--- config.mk ---
export PLATFORM = sky130hd
export DESIGN_NAME = vga_timing_gen
export DESIGN_NICKNAME = d
export VERILOG_FILES = /design/src/rtl/vga_timing_gen.sv
export SDC_FILE = /design/constraint.sdc
export NUM_CORES = 1
export LEC_CHECK = 0
export ABC_AREA = 1
export BUFFER_PORTS_ARGS = -buffer_cell sky130_fd_sc_hd__buf_2
export CAP_MARGIN = 30
export CORE_MARGIN = 5
export CORE_UTILIZATION = 45
export CTS_CLUSTER_DIAMETER = 40
export DETAILED_ROUTE_END_ITERATION = 7
export MAX_ROUTING_LAYER = met4
export PLACE_DENSITY = 0.72
export SLEW_MARGIN = 20
export SYNTH_ARGS = -nofsm -noshare
export SYNTH_HDL_FRONTEND = slang
export SYNTH_SLANG_ARGS = --single-unit
--- constraint.sdc ---
create_clock -name vga_clk -period 1.5 [get_ports vga_clk]
set_input_delay 0.075 -clock vga_clk [delete_from_list [all_inputs] [get_ports vga_clk]]
set_output_delay 0.075 -clock vga_clk [all_outputs]
set_load 0.01 [all_outputs]
--- src/rtl/vga_timing_gen.sv ---
`default_nettype none
// ============================================================================
// Module   : vga_timing_gen
// Raster timing generator with window blanking and a fetch port LEAD ahead.
// Revision : 1.0
// ============================================================================
module vga_timing_gen #(
  parameter int   CW       = 10,
  parameter int   H_ACTIVE = 640,
  parameter int   H_FP     = 16,
  parameter int   H_SYNC   = 96,
  parameter int   H_BP     = 48,
  parameter int   V_ACTIVE = 480,
  parameter int   V_FP     = 10,
  parameter int   V_SYNC   = 2,
  parameter int   V_BP     = 33,
  parameter logic HS_ACT   = 1'b0,
  parameter logic VS_ACT   = 1'b0,
  parameter int   WIN_X0   = 0,
  parameter int   WIN_W    = 512,
  parameter int   WIN_Y0   = 0,
  parameter int   WIN_H    = 480,
  parameter int   SCALE_SH = 1,
  parameter int   LEAD     = 2
) (
  input  logic          vga_clk,
  input  logic          Reset,
  output logic [CW-1:0] fetch_x,
  output logic [CW-1:0] fetch_y,
  output logic          fetch_en,
  output logic [CW-1:0] fetch_wx,
  output logic [CW-1:0] fetch_wy,
  output logic [CW-1:0] DrawX,
  output logic [CW-1:0] DrawY,
  output logic          hs,
  output logic          vs,
  output logic          de,
  output logic          h_blank,
  output logic          v_blank,
  output logic          line_start,
  output logic          frame_start,
  output logic          odd_frame
);

  localparam int c_H_TOTAL = H_ACTIVE + H_FP + H_SYNC + H_BP;
  localparam int c_V_TOTAL = V_ACTIVE + V_FP + V_SYNC + V_BP;
  // LEAD=0 still needs the output register, so total latency is at least one.
  localparam int c_DEPTH   = (LEAD == 0) ? 1 : LEAD;
  localparam int c_STAGES  = c_DEPTH - 1;

  localparam logic [CW-1:0] c_H_LAST = CW'(c_H_TOTAL - 1);
  localparam logic [CW-1:0] c_V_LAST = CW'(c_V_TOTAL - 1);
  localparam logic [CW-1:0] c_WX0_N  = CW'(WIN_X0);
  localparam logic [CW-1:0] c_WY0_N  = CW'(WIN_Y0);

  localparam logic [CW:0] c_HS_BEG = (CW+1)'(H_ACTIVE + H_FP);
  localparam logic [CW:0] c_HS_END = (CW+1)'(H_ACTIVE + H_FP + H_SYNC);
  localparam logic [CW:0] c_VS_BEG = (CW+1)'(V_ACTIVE + V_FP);
  localparam logic [CW:0] c_VS_END = (CW+1)'(V_ACTIVE + V_FP + V_SYNC);
  localparam logic [CW:0] c_H_ACT  = (CW+1)'(H_ACTIVE);
  localparam logic [CW:0] c_V_ACT  = (CW+1)'(V_ACTIVE);
  localparam logic [CW:0] c_WX0    = (CW+1)'(WIN_X0);
  localparam logic [CW:0] c_WX1    = (CW+1)'(WIN_X0 + WIN_W);
  localparam logic [CW:0] c_WY0    = (CW+1)'(WIN_Y0);
  localparam logic [CW:0] c_WY1    = (CW+1)'(WIN_Y0 + WIN_H);

  function automatic logic f_in(input logic [CW-1:0] v,
                                input logic [CW:0]   lo,
                                input logic [CW:0]   hi);
    return ({1'b0, v} >= lo) && ({1'b0, v} < hi);
  endfunction

  logic [CW-1:0] r_hc;
  logic [CW-1:0] r_vc;
  logic [CW-1:0] w_dx;
  logic [CW-1:0] w_dy;
  logic          w_fetch_en;
  logic [CW-1:0] w_lx;
  logic [CW-1:0] w_ly;
  logic          w_lv;
  logic          w_first;

  always_ff @(posedge vga_clk) begin
    if (Reset) begin
      r_hc <= '0;
      r_vc <= '0;
    end else if (r_hc == c_H_LAST) begin
      r_hc <= '0;
      r_vc <= (r_vc == c_V_LAST) ? '0 : r_vc + CW'(1);
    end else begin
      r_hc <= r_hc + CW'(1);
    end
  end

  assign w_fetch_en = f_in(r_hc, c_WX0, c_WX1) && f_in(r_vc, c_WY0, c_WY1);
  assign w_dx       = r_hc - c_WX0_N;
  assign w_dy       = r_vc - c_WY0_N;

  assign fetch_x  = r_hc;
  assign fetch_y  = r_vc;
  assign fetch_en = w_fetch_en;
  assign fetch_wx = w_fetch_en ? (w_dx >> SCALE_SH) : '0;
  assign fetch_wy = w_fetch_en ? (w_dy >> SCALE_SH) : '0;

  generate
    if (c_STAGES == 0) begin : g_direct
      assign w_lx = r_hc;
      assign w_ly = r_vc;
      assign w_lv = 1'b1;
    end else begin : g_pipe
      logic [CW-1:0]       r_px [c_STAGES];
      logic [CW-1:0]       r_py [c_STAGES];
      logic [c_STAGES-1:0] r_pv;

      // Position data needs no reset; the valid bits gate its use.
      always_ff @(posedge vga_clk) begin
        if (Reset) begin
          r_pv <= '0;
        end else begin
          r_pv[0] <= 1'b1;
          r_px[0] <= r_hc;
          r_py[0] <= r_vc;
          for (int i = 1; i < c_STAGES; i++) begin
            r_pv[i] <= r_pv[i-1];
            r_px[i] <= r_px[i-1];
            r_py[i] <= r_py[i-1];
          end
        end
      end

      assign w_lx = r_px[c_STAGES-1];
      assign w_ly = r_py[c_STAGES-1];
      assign w_lv = r_pv[c_STAGES-1];
    end
  endgenerate

  assign w_first = (w_lx == '0) && (w_ly == '0);

  always_ff @(posedge vga_clk) begin
    if (Reset) begin
      DrawX       <= '0;
      DrawY       <= '0;
      hs          <= ~HS_ACT;
      vs          <= ~VS_ACT;
      de          <= 1'b0;
      h_blank     <= 1'b1;
      v_blank     <= 1'b1;
      line_start  <= 1'b0;
      frame_start <= 1'b0;
      odd_frame   <= 1'b0;
    end else if (w_lv) begin
      DrawX       <= w_lx;
      DrawY       <= w_ly;
      hs          <= f_in(w_lx, c_HS_BEG, c_HS_END) ? HS_ACT : ~HS_ACT;
      vs          <= f_in(w_ly, c_VS_BEG, c_VS_END) ? VS_ACT : ~VS_ACT;
      de          <= f_in(w_lx, '0, c_H_ACT) && f_in(w_ly, '0, c_V_ACT);
      h_blank     <= ~f_in(w_lx, c_WX0, c_WX1);
      v_blank     <= ~f_in(w_ly, c_WY0, c_WY1);
      line_start  <= (w_lx == '0);
      frame_start <= w_first;
      odd_frame   <= odd_frame ^ w_first;
    end
  end

endmodule
`default_nettype wire
==> results.cfg <==
[placed_design]
io_buffer_count = 66
gp_congestion = 0.898
hpwl_um = 4730
dp.cells = 491

[power]
power_frac_comb = 0.067
p_clk_frac = 0.402
leakagePower_nw = 1.75
powerDensity_nw_per_um2 = 981
p_sw_frac = 0.229
peakVddDrop_uv = 524
power.total_mw = 3.80
pwr-share-seq = 0.531
p_int_mw = 2.93
p_sw_uw = 869

[timing]
hold_viol_final = 0
skew_ps = 5.88
final.min_clock_period_ps = 1500
fin_crit_sh = 1.00
slew_violations = 0
rsz0062_at_grt = true
tns_ps = -2.88
whs_ps = 6.05
setup_viol = 1
max_freq_mhz = 665
setup_slack_ps = -2.88

[worst_setup_path]
worst-path-buf-inv = 3
cp.arrival_ps = 1430
end_kind = primary output
path_max_fanout = 8
path_cells = nand2_2 > inv_2 > nand3_4 > nand3_4 > clkbuf_16 > nor2_1 > buf_2
startpoint_type = flop
cp_common_cell = nand3_4
max_stage_delay_ps = 360
crit_family = buffers and inverters
criticalPathCategory = reg2out
cp_slowest_cell = dfxtp_4
cp.required_ps = 1420

[logic_synthesis]
netlist.area_leader.share = 0.333
postSynthAreaPerCell_sq_um = 8.64
yosysMostFrequentCell = nor2_1
ys_seq_area_frac = 0.537
ys_top_cells_by_area = dfxtp_1, edfxtp_1, nor2_1, nand2_1, inv_1
ys_types = 32
synth_top_cell_by_area = dfxtp_1
synth-seq-cells = 69
syn_inst = 341
synth_common_cells = nor2_1, dfxtp_1, nand2_1
syn_area_sq_um = 2950
synthFlopType = dfxtp_1
synth-edff-count = 20
async_flop_share = 0
yosys_warnings = 0

[floorplanning]
start_util = 0.464
die_y_um = 90.9
die_w_um = 90.9
num_rows = 29
core_sq_um = 6350
die_area_sq_um = 8270
io_pins = 71

[clocking]
cts_hold_buf = 0
cts_buffer_depth = 2
clk_pin_slew_worst_paths_ps = 70
cts-root-buf = clkbuf_8
htreeDepth = 3
clkLatencyLatePin_ps = 340
cts_tree = yes
cts.sinks = 69
cts_buffers = 9

[flow_run]
cap_violations = 0

[outcome]
violations = setup timing
status = complete, but fails checks

[detailed_routing]
drtPass1Iterations = 5
vias = 2480
antenna_left = 0
vias_per_cell = 4.82
wl_um = 6900
drc_errors = 0
drt-initial-drc-count = 114
wl_per_cell_um = 13.4

[grt]
grt_use_total = 0.168
antenna_found_initial = 0
grt_max_degree = 30
grt-ovfl-total = 0
grt_pass1_vias = 2336
grt_pass1_wl_um = 11000

[cells_and_area]
stdcell_count = 514
num-fill-cells = 524
nets = 437
drive_gt1_frac = 0.366
antenna_cells = 0
fin_util = 0.610
area_growth_pct = 31.5

[worst_hold_path]
hp-class = in2reg
==> path summary, 6_finish.rpt <==
kind | startpoint | endpoint | slack [ps] | cells past startpoint
worst max register to register | fetch_x[0] | fetch_y[5] | 20 | 8
worst max-delay path | fetch_y[5] | fetch_wx[4] | -3 | 7
worst min register to register | h_blank | h_blank | 450 | 2
worst min-delay path | Reset | fetch_y[7] | 6 | 2
==> cell usage in the layout (no fill, tap or decap), drive strengths merged, types with 2 or more instances in the layout <==
master / n
clkinv: 2
buf: 90
nor3: 6
nand3: 18
clkbuf: 14
nand3b: 2
nand2: 50
nand4: 4
nor2: 69
a21oi: 23
ha: 3
conb: 4
inv: 45
xor2: 5
o21ai: 28
edfxtp: 20
dfxtp: 49
==> power by group through the flow <==
stage          logic, mW  clock network (mW)  registers (mW)
3_5_place_dp       0.246                   0            2.06
5_1_grt            0.288                1.67            2.03
4_1_cts            0.248                1.54            2.02
6_report           0.255                1.53            2.02
3_3_place_gp       0.241                   0            2.06
2_1_floorplan      0.130                   0            2.08
==> worst reg2reg max path, stage by stage (launching register included) <==
cell,delay (ps)
dfxtp_2,350
ha_4,150
nand2_4,60
nor2_4,150
nand4_4,220
buf_6,200
o21ai_2,100
nand2_1,60
nor2_1,110
==> flip-flops by register name, indices dropped and copies added, names as in the netlist <==
name / count
g_pipe.r_py: 10
DrawX: 10
hs: 1
DrawY: 10
g_pipe.r_pv: 1
h_blank: 1
vs: 1
fetch_y: 10
line_start: 1
g_pipe.r_px: 10
frame_start: 1
de: 1
fetch_x: 10
odd_frame: 1
v_blank: 1
==> layout make-up <==
cell class                 instances  area [sq um]  share of cell area
clock buffer                      12           155              0.0400
clock inverter                     4          46.3              0.0119
inverter                          45           169              0.0436
multi-input combinational        215          1210               0.312
sequential                        69          1600               0.412
tap                               77          96.3              0.0249
timing repair buffer              92           606               0.156
==> repair_timing <==
action,CTS,global route
buffers inserted,0,5
gates resized for setup,2,41
pin swaps,0,4
cloned,0,2
endpoints found under the setup margin,17,26
hold endpoints to repair,0,0
==> routing by layer <==
layer	wire, um	vias to the layer above	track usage
met5	0	-	-
li1	-	1270	-
met1	3090	1139	0.207
met3	351	13	0.0442
met2	3290	58	0.261
met4	172	0	0.0648
==> kinds of logic (layout without fill, tap and decap cells) <==
group,Yosys count,after routing,synth area share
and+or+nand+nor,150,150,0.243
xor gates and xnor gates,5,5,0.0149
adders and majority gates,3,3,0.0127
buffers and inverters,60,153,0.0904
DFF,69,69,0.537
other,1,4,0.00127
AOI/OAI and AO/OA,53,53,0.101
==> per-stage QoR <==
stage,area [sq um],setup slack (ps)
2_1_floorplan,2960,76.9
3_3_place_gp,3440,101
3_5_place_dp,3440,47.7
4_1_cts,3650,2.22
5_1_grt,3870,-90.1
6_report,3870,-2.88
(Power assumes the default switching activity.)
